===== src/rtl/fp16_add_pipe.sv =====
// Two-stage pipelined IEEE-754 binary16 adder, round-to-nearest-even.
// Define FP16_ADD_SUBNORMAL_EN for subnormal support; the default build flushes subnormals to zero.
module fp16_add_pipe #(
  parameter int unsigned PIPE_STAGES = 2
) (
  input  logic        clk,
  input  logic        rst,
  input  logic        in_valid,
  input  logic [15:0] a,
  input  logic [15:0] b,
  output logic        out_valid,
  output logic [15:0] result
);

  localparam int unsigned SIG_W = 11;
  localparam int unsigned ALN_W = 14;
  localparam int unsigned SUM_W = 15;
  localparam int unsigned EXP_W = 6;

  if (PIPE_STAGES != 2) begin : g_unsupported
    $error("fp16_add_pipe supports only PIPE_STAGES == 2");
  end

  function automatic logic [3:0] lzc14(input logic [ALN_W-1:0] v);
    lzc14 = 4'd14;
    for (int i = 0; i < int'(ALN_W); i++) begin
      if (v[i]) lzc14 = 4'(13 - i);
    end
  endfunction

  // Stage 1: classify, order by magnitude, align the smaller significand
  logic              b_big;
  logic [15:0]       big, sml;
  logic [SIG_W-1:0]  sig_big, sig_sml;
  logic [4:0]        exp_big, exp_sml, diff;
  logic [26:0]       wide;
  logic              a_nan, b_nan, a_inf, b_inf;

  logic              v1_q, nan1_q, inf1_q, inf_sign1_q, sign1_q, sub1_q;
  logic              nan1_d, inf1_d, inf_sign1_d;
  logic [4:0]        exp1_q;
  logic [SIG_W-1:0]  sig_l1_q;
  logic [ALN_W-1:0]  sig_s1_q, sig_s1_d;

  always_comb begin
    b_big   = b[14:0] > a[14:0];
    big     = b_big ? b : a;
    sml     = b_big ? a : b;
`ifdef FP16_ADD_SUBNORMAL_EN
    sig_big = {(big[14:10] != 5'd0), big[9:0]};
    sig_sml = {(sml[14:10] != 5'd0), sml[9:0]};
`else
    sig_big = (big[14:10] != 5'd0) ? {1'b1, big[9:0]} : 11'd0;
    sig_sml = (sml[14:10] != 5'd0) ? {1'b1, sml[9:0]} : 11'd0;
`endif
    exp_big = (big[14:10] == 5'd0) ? 5'd1 : big[14:10];
    exp_sml = (sml[14:10] == 5'd0) ? 5'd1 : sml[14:10];
    diff    = exp_big - exp_sml;
    wide    = {sig_sml, 16'd0} >> diff;
    sig_s1_d = (diff >= 5'd13) ? {13'd0, |sig_sml} : {wide[26:14], |wide[13:0]};

    a_nan = (&a[14:10]) & (|a[9:0]);
    b_nan = (&b[14:10]) & (|b[9:0]);
    a_inf = (&a[14:10]) & ~(|a[9:0]);
    b_inf = (&b[14:10]) & ~(|b[9:0]);
    nan1_d      = a_nan | b_nan | (a_inf & b_inf & (a[15] ^ b[15]));
    inf1_d      = a_inf | b_inf;
    inf_sign1_d = a_inf ? a[15] : b[15];
  end

  always_ff @(posedge clk or posedge rst) begin
    if (rst) begin
      v1_q        <= 1'b0;
      nan1_q      <= 1'b0;
      inf1_q      <= 1'b0;
      inf_sign1_q <= 1'b0;
      sign1_q     <= 1'b0;
      sub1_q      <= 1'b0;
      exp1_q      <= 5'd0;
      sig_l1_q    <= '0;
      sig_s1_q    <= '0;
    end else begin
      v1_q        <= in_valid;
      nan1_q      <= nan1_d;
      inf1_q      <= inf1_d;
      inf_sign1_q <= inf_sign1_d;
      sign1_q     <= big[15];
      sub1_q      <= a[15] ^ b[15];
      exp1_q      <= exp_big;
      sig_l1_q    <= sig_big;
      sig_s1_q    <= sig_s1_d;
    end
  end

  // Stage 2: add/subtract, normalize, round, pack
  logic [SUM_W-1:0] sum, mag;
  logic [ALN_W-1:0] m;
  logic [3:0]       lz;
  logic [4:0]       lim, shamt;
  logic [EXP_W-1:0] exp_w;
  logic             rup;
  logic [15:0]      res_d;

  logic             out_valid_q;
  logic [15:0]      result_q;

  always_comb begin
    sum   = sub1_q ? ({1'b0, sig_l1_q, 3'b000} - {1'b0, sig_s1_q})
                   : ({1'b0, sig_l1_q, 3'b000} + {1'b0, sig_s1_q});
    lz    = lzc14(sum[13:0]);
    // Left shift never drops the exponent below 1; what remains is subnormal.
    lim   = exp1_q - 5'd1;
    shamt = ({1'b0, lz} > lim) ? lim : {1'b0, lz};
    if (sum[14]) begin
      m     = {sum[14:2], sum[1] | sum[0]};
      exp_w = {1'b0, exp1_q} + 6'd1;
    end else begin
      m     = sum[13:0] << shamt;
      exp_w = {1'b0, exp1_q} - {1'b0, shamt};
    end
    rup = m[2] & (m[1] | m[0] | m[3]);
    // Rounding carry ripples into the exponent field, renormalizing for free.
    mag = {(m[13] ? exp_w[4:0] : 5'd0), m[12:3]} + {14'd0, rup};

    res_d = {sign1_q, mag};
    if (nan1_q) begin
      res_d = 16'h7E00;
    end else if (inf1_q) begin
      res_d = {inf_sign1_q, 15'h7C00};
    end else if (sum == 15'd0) begin
      res_d = {sign1_q & ~sub1_q, 15'd0};
    end else if (exp_w >= 6'd31) begin
      res_d = {sign1_q, 15'h7C00};
`ifndef FP16_ADD_SUBNORMAL_EN
    end else if (mag[14:10] == 5'd0) begin
      res_d = {sign1_q, 15'd0};
`endif
    end
  end

  always_ff @(posedge clk or posedge rst) begin
    if (rst) begin
      out_valid_q <= 1'b0;
      result_q    <= 16'h0000;
    end else begin
      out_valid_q <= v1_q;
      if (v1_q) result_q <= res_d;
    end
  end

  assign out_valid = out_valid_q;
  assign result    = result_q;

endmodule


===== config.mk =====
export PLATFORM = sky130hd
export DESIGN_NAME = fp16_add_pipe
export DESIGN_NICKNAME = d
export VERILOG_FILES = /design/src/rtl/fp16_add_pipe.sv
export SDC_FILE = /design/constraint.sdc
export NUM_CORES = 1
export LEC_CHECK = 0
export CAP_MARGIN = 20
export CORE_ASPECT_RATIO = 0.8
export CORE_MARGIN = 4
export CORE_UTILIZATION = 45
export CTS_CLUSTER_DIAMETER = 120
export DETAILED_ROUTE_END_ITERATION = 8
export GPL_TIMING_DRIVEN = 0
export SYNTH_ARGS = -nofsm -noshare
export SYNTH_HDL_FRONTEND = slang
export SYNTH_SLANG_ARGS = --single-unit

===== constraint.sdc =====
create_clock -name clk -period 7.9 [get_ports clk]
set_input_delay 2.37 -clock clk [delete_from_list [all_inputs] [get_ports clk]]
set_output_delay 2.37 -clock clk [all_outputs]
set_load 0.05 [all_outputs]

## Word level (Yosys, flattened, before mapping)

Cells that the tools add are included.
W data, S select, Z words.

| storage, ports and cells | value |
|---|---|
| register bits | 53 |
| bits of input ports | 35 |
| output and inout bits | 17 |
| word-level logic and storage cells | 86 |

| operators by class | value |
|---|---|
| $add $sub $neg | 7 |
| magnitude comparators | 4 |
| shifts and indexed selects | 2 |
| mux-type cells | 32 |
| bitwise operators | 18 |
| reductions and logical operators | 12 |

Operator list:

| kind | number |
|---|---|
| $mux W16 | 4 |
| $mux W15 | 4 |
| $mux W4 | 13 |
| $mux W14 | 2 |
| $shr A27 B5 Y27 | 1 |
| $mux W11 | 2 |
| $mux W5 | 4 |
| $reduce_or A10 Y1 | 2 |
| $add A14 B14 Y15 | 1 |
| $add A15 B1 Y15 | 1 |
| $gt A15 B15 Y1 | 1 |
| $logic_not A15 Y1 | 1 |
| $logic_not A5 Y1 | 3 |
| $sub A14 B14 Y15 | 1 |
| $reduce_or A14 Y1 | 1 |
| $shl A14 B5 Y14 | 1 |
| $reduce_or A11 Y1 | 1 |
| $reduce_and A5 Y1 | 2 |
| $reduce_bool A5 Y1 | 2 |
| $and A1 B1 Y1 | 8 |
| $add A5 B1 Y6 const B | 1 |
| $ge A6 B5 Y1 const B | 1 |
| $mux W6 | 1 |
| $or A1 B1 Y1 | 6 |
| other kinds (9) | 11 |

## Longest topological paths before layout

| logic depth | value |
|---|---|
| depth in word-level cells | 30 |
| depth in mapped cells | 36 |
| mapped depth without buffers | 34 |

## Worst setup path before layout

No wires, ideal clock.

| path | value |
|---|---|
| path kind | input to register |
| start point | in a[9] |
| end point | reg sig_s1_q[0] |
| setup time | 0.122 ns |
| data arrival time | 8.109 ns |
| required time | 7.778 ns |
| slack | -0.330 ns |
| cell stages on the path | 25 |
| path buffers | 4 |
| path through | inv_1 ha_1 a21o_1 a21o_1 a21o_1 a21o_1 a21o_1 a21oi_1 o21a_1 a311o_1 clkbuf_1 clkbuf_1 clkbuf_1 mux2_2 nor4_1 nor2b_1 ha_1 clkbuf_1 mux4_2 mux2_2 nor2_1 a211oi_1 nor4_1 nand4_1 a32o_1 |

| on the way | value |
|---|---|
| cells in the longest elaborated chain, start to end | 8 |
| elaborated cells on any way between the ends | 15 |
| classes of those cells | add/sub (1); order compare (2); shift (1); mux (6); reduce/logical (5) |

Ends and longest elaborated chain:

| item | line | text |
|---|---|---|
| start, declared | 9 | `input logic [15:0] a,` |
| $gt A15 B15 Y1 (*) | 46 | `b_big = b[14:0] > a[14:0];` |
| $mux W16 (*) | 47 | `big = b_big ? b : a;` |
| $logic_not A5 Y1 | 56 | `exp_big = (big[14:10] == 5'd0) ? 5'd1 : big[14:10];` |
| $mux W5 (*) | 56 |  |
| named net exp_big[1] | 35 | `logic [4:0] exp_big, exp_sml, diff;` |
| $sub A5 B5 Y5 (*) | 58 | `diff = exp_big - exp_sml;` |
| $shr A27 B5 Y27 | 59 | `wide = {sig_sml, 16'd0} >> diff;` |
| $reduce_or A14 Y1 | 60 | `sig_s1_d = (diff >= 5'd13) ? {13'd0, \|sig_sml} : {wide[26:14], \|wide[13:0]};` |
| $mux W14 (*) | 60 |  |
| named net sig_s1_d[0] | 43 | `logic [ALN_W-1:0] sig_s1_q, sig_s1_d;` |
| end signal, assigned | 91 | `sig_s1_q <= sig_s1_d;` |
| end, declared | 43 |  |

The timed path passes the listed nets; every way through them passes the cells marked *.
A chain may end at the register's enable or synchronous reset.

## Final worst setup path

Ends and elaborated chain as after synthesis.

==> results by group <==
Outcome
  – Status: complete, no violations

STA
  – Final slew viol count: 0
  – Post-layout min period: about 7.7 ns
  – Final hold viol count: 0
  – Fin crit share: a little over nine tenths
  – Hold_ws: 0.444 ns
  – Least-Margin Pin Slew: 0.920 ns
  – TNS Setup: 0 ns
  – Setup Skew: approximately 0.0086 ns
  – Slew margin rel.: between 30% and 40%
  – Setup violators final: 0
  – FMAX: roughly 130 MHz

Setup path
  – Crit path kind: input pin to flop
  – CP Capture Type: flop
  – Register-to-Register Path Depth: 30
  – Crit path from: a[9]
  – CP required: slightly above 8 ns
  – Maximum fanout along the worst path: 10
  – R2R Path Start: sig_l1_q[6]
  – FF-to-FF setup slack: just under 0.4 ns
  – CP arrival: a little under 8 ns
  – Nature of the critical path startpoint: input pin
  – Capturing point of the worst reg2reg path: result[9]
  – CP endpoint: sig_s1_q[0]

Clock network
  – Sink Count: 53
  – Clock transition at the registers of the reported paths: around 0.07 ns
  – Max clock buf depth: 2
  – CTS tree: built
  – CTS root buffer: clkbuf_16
  – CTS buffer count: 5
  – Worst-skew pair later-pin latency: ~0.3 ns
  – Cts hold-fix bufs: 0
  – H-tree depth: 2

Pwr
  – NetSw: between 2 and 2.5 mW
  – Clock share of power: slightly below 7%
  – Pwr dens: ~460 nW/um2
  – Peak VDD IR: roughly 0.34 mV
  – Comb pwr share: roughly 83%
  – Leak: ~3.4 nW
  – Sequential share of power: 10.4%
  – Switching Fraction: between 50% and 60%
  – Power Internal: 1.67 mW

Synth
  – Dominant synthesized flop cell: dfrtp_1
  – Mean Syn Cell Area: between 8 and 9 um2
  – Post-Syn Instances: between 800 and 900
  – Syn Nets: roughly 900
  – Sequential area share after synthesis: roughly 20%
  – Post-synth ARST share: 100%
  – Post-Syn Area: between 6000 and 7000 um2
  – Number of synthesized flops with an enable pin: 0
  – Synth Warn #: 0
  – Netlist cell types: 88
  – Yosys reg bits: between 50 and 60

Drt
  – WL met3: 1390 um
  – M1 WL: around 11000 um
  – Drt total wl: 20900 um
  – Met2 routed WL: between 8000 and 9000 um
  – Antenna viol nets, final: 0
  – DRT iter0 DRCs: between 600 and 700
  – Drt wl/cell: a little under 20 um
  – Routed via count: slightly below 7000
  – Via density: 6.19
  – Max Used Layer: met4
  – DR pass1 iterations: 5
  – Drt drc: 0

Cells and area
  – Nets: 995
  – Util after Layout: between 50% and 60%
  – Ratio of cells with drive above 1 in the final layout: between 10 and 15%
  – Ant. Diodes: 0
  – Synthesis-to-finish area growth: 19.5%
  – Finished Layout Cells: about 1100

Die
  – Die footprint: approximately 17000 um2
  – Placeable Area: approximately 14000 um2
  – DIE HEIGHT: about 120 um
  – Initial Utilization: roughly 46%
  – Rows: 39
  – IO Pins: 52
  – Die width: between 100 and 150 um

Global route
  – Largest net degree at the start of global routing: 35
  – Initial antenna violation count: 0
  – Vias in the first global route: around 6400
  – Grt ovf: 0
  – GRT Total Usage: roughly 25%
  – First-pass GRT wire length: approximately 33000 um

Placement
  – IO Port Bufs: a little over 50
  – Gpl congestion: approximately 0.97
  – Post-DP HPWL: ~17000 um
  – Cell count after placement: between 1000 and 1500

Job
  – Max_cap viols: 0

Min path
  – Worst min path class: flop to flop
[logic make-up after synthesis]
group	count (synthesis)	synth area share, %
AO/OA/AOI/OAI	257	29.8
XOR/XNOR	36	4.74
adder cells (fa/ha/maj)	57	11.1
buffers and inverters	110	6.65
flip-flops	53	20.0
multiplexers	48	7.96
AND/OR/NAND/NOR	269	19.8
[worst max-delay path, cell delays in order]
cell and delay [ns]:
clkdlybuf4s50_1 0.52, inv_1 0.08, ha_1 0.31, a21o_1 0.18, a21o_1 0.17, a21o_1 0.17, a21o_1 0.17, a21o_1 0.18
a21oi_2 0.15, o21a_1 0.13, a311o_1 0.17, buf_8 0.13, clkbuf_8 0.17, clkbuf_8 0.20, mux2_2 0.43, nor4_4 0.19
nor2b_2 0.10, ha_4 0.16, inv_1 0.08, fa_2 0.46, inv_2 0.09, buf_6 0.15, mux2i_4 0.26, o22ai_1 0.12
nor4_1 0.29, nand4_1 0.15, a32o_1 0.29
[per-stage QoR]
stage                     power [mW]  setup slack, ns  area, um2
after floorplan                 2.48            0.115       6650
after global placement          3.13            -1.34       7390
after detailed placement        3.15            -1.43       7410
after CTS                       3.45          -0.0357       7660
after global routing            3.95          -0.0291       7940
final                           3.69            0.238       7940
[registers in the layout (all words and copies together), names as in the netlist]
signal and count:
exp1_q 5, inf1_q 1, inf_sign1_q 1, nan1_q 1
out_valid 1, result 16, sig_l1_q 11, sig_s1_q 14
sign1_q 1, sub1_q 1, v1_q 1
[cell usage after synthesis (4+ instances only)]
cell | instances | area share [%]
a2111oi_0 | 4 | 0.53
a221oi_1 | 5 | 0.66
and3_1 | 5 | 0.47
dfrtp_1 | 53 | 20
buf_2 | 7 | 0.53
a21boi_0 | 4 | 0.45
nor4_1 | 9 | 0.85
o31ai_1 | 4 | 0.45
a31oi_1 | 7 | 0.66
a21oi_1 | 50 | 3.8
nor2b_1 | 10 | 0.94
and2_1 | 6 | 0.56
o21a_1 | 13 | 1.5
o21ai_0 | 37 | 2.8
o211ai_1 | 14 | 1.6
ha_1 | 54 | 10
a221o_1 | 4 | 0.60
o32ai_1 | 11 | 1.4
nor3_1 | 13 | 0.98
clkbuf_1 | 27 | 1.5
nand3_1 | 22 | 1.7
nand2_1 | 64 | 3.6
o2111ai_1 | 4 | 0.53
a211o_1 | 4 | 0.53
inv_1 | 70 | 4.0
or3_1 | 11 | 1.0
o22ai_1 | 12 | 1.1
nand2b_1 | 12 | 1.1
mux2i_1 | 36 | 5.4
or2_2 | 7 | 0.66
nor2_1 | 82 | 4.6
xnor2_1 | 24 | 3.2
a211oi_1 | 12 | 1.4
a21o_1 | 15 | 1.7
xor2_1 | 12 | 1.6
nand4_1 | 16 | 1.5
mux2_2 | 9 | 1.5
[what timing repair did]
action	CTS	global route
gates resized for setup	23	44
endpoints found under the setup margin	24	24
pin swaps	2	9
setup buffers	1	15
[worst min path at each step]
| stage | from | endpoint | slack (ns) | cells after the start |
|---|---|---|---|---|
| 3_5_place_dp | v1_q | out_valid | 0.42 | 0 |
| 4_1_cts | v1_q | out_valid | 0.45 | 0 |
| 5_1_grt | v1_q | out_valid | 0.47 | 0 |
| 2_1_floorplan | v1_q | out_valid | 0.39 | 0 |
| 6_report | v1_q | out_valid | 0.44 | 0 |
| 3_3_place_gp | v1_q | out_valid | 0.41 | 0 |
[cells in the final DEF, fill, tap and decap left out, types with 11 or more instances in the layout]
cell type and n:
nor2_1 78, inv_1 67, nand2_1 63, dfrtp_1 53
ha_1 52, clkdlybuf4s50_1 51, a21oi_1 47, mux2i_1 35
o21ai_0 34, nand3_1 22, xnor2_1 21, buf_4 18
nand4_1 16, a21o_1 15, clkbuf_1 14, o211ai_1 14
o21a_1 13, nand2b_1 12, nor3_1 12, or3_1 11
xor2_1 11
[power groups by stage]
| stage | Clock (mW) | Combinational (mW) | Sequential (mW) |
|---|---|---|---|
| after floorplan | 0 | 2.01 | 0.472 |
| after global placement | 0 | 2.74 | 0.386 |
| after detailed placement | 0 | 2.76 | 0.389 |
| after CTS | 0.260 | 2.80 | 0.384 |
| after global routing | 0.269 | 3.29 | 0.392 |
| final | 0.251 | 3.05 | 0.384 |
[layout make-up]
| cell class | count | area, um2 |
|---|---|---|
| fill | 1313 | 6450 |
| multi-input combinational | 667 | 5070 |
| sequential | 53 | 1330 |
| timing repair buffer | 68 | 663 |
| inverter | 71 | 267 |
| tap | 184 | 230 |
| buffer | 37 | 218 |
| clock buffer | 5 | 125 |
| clock inverter | 2 | 38.8 |
[layer usage]
layer  GRT usage [%]  vias to the layer above
met2            35.2                      292
met1            38.7                     3186
met5               0                        -
met4            6.71                        0
met3            3.36                       29
li1                -                     3223
(Power assumes the default switching activity.)
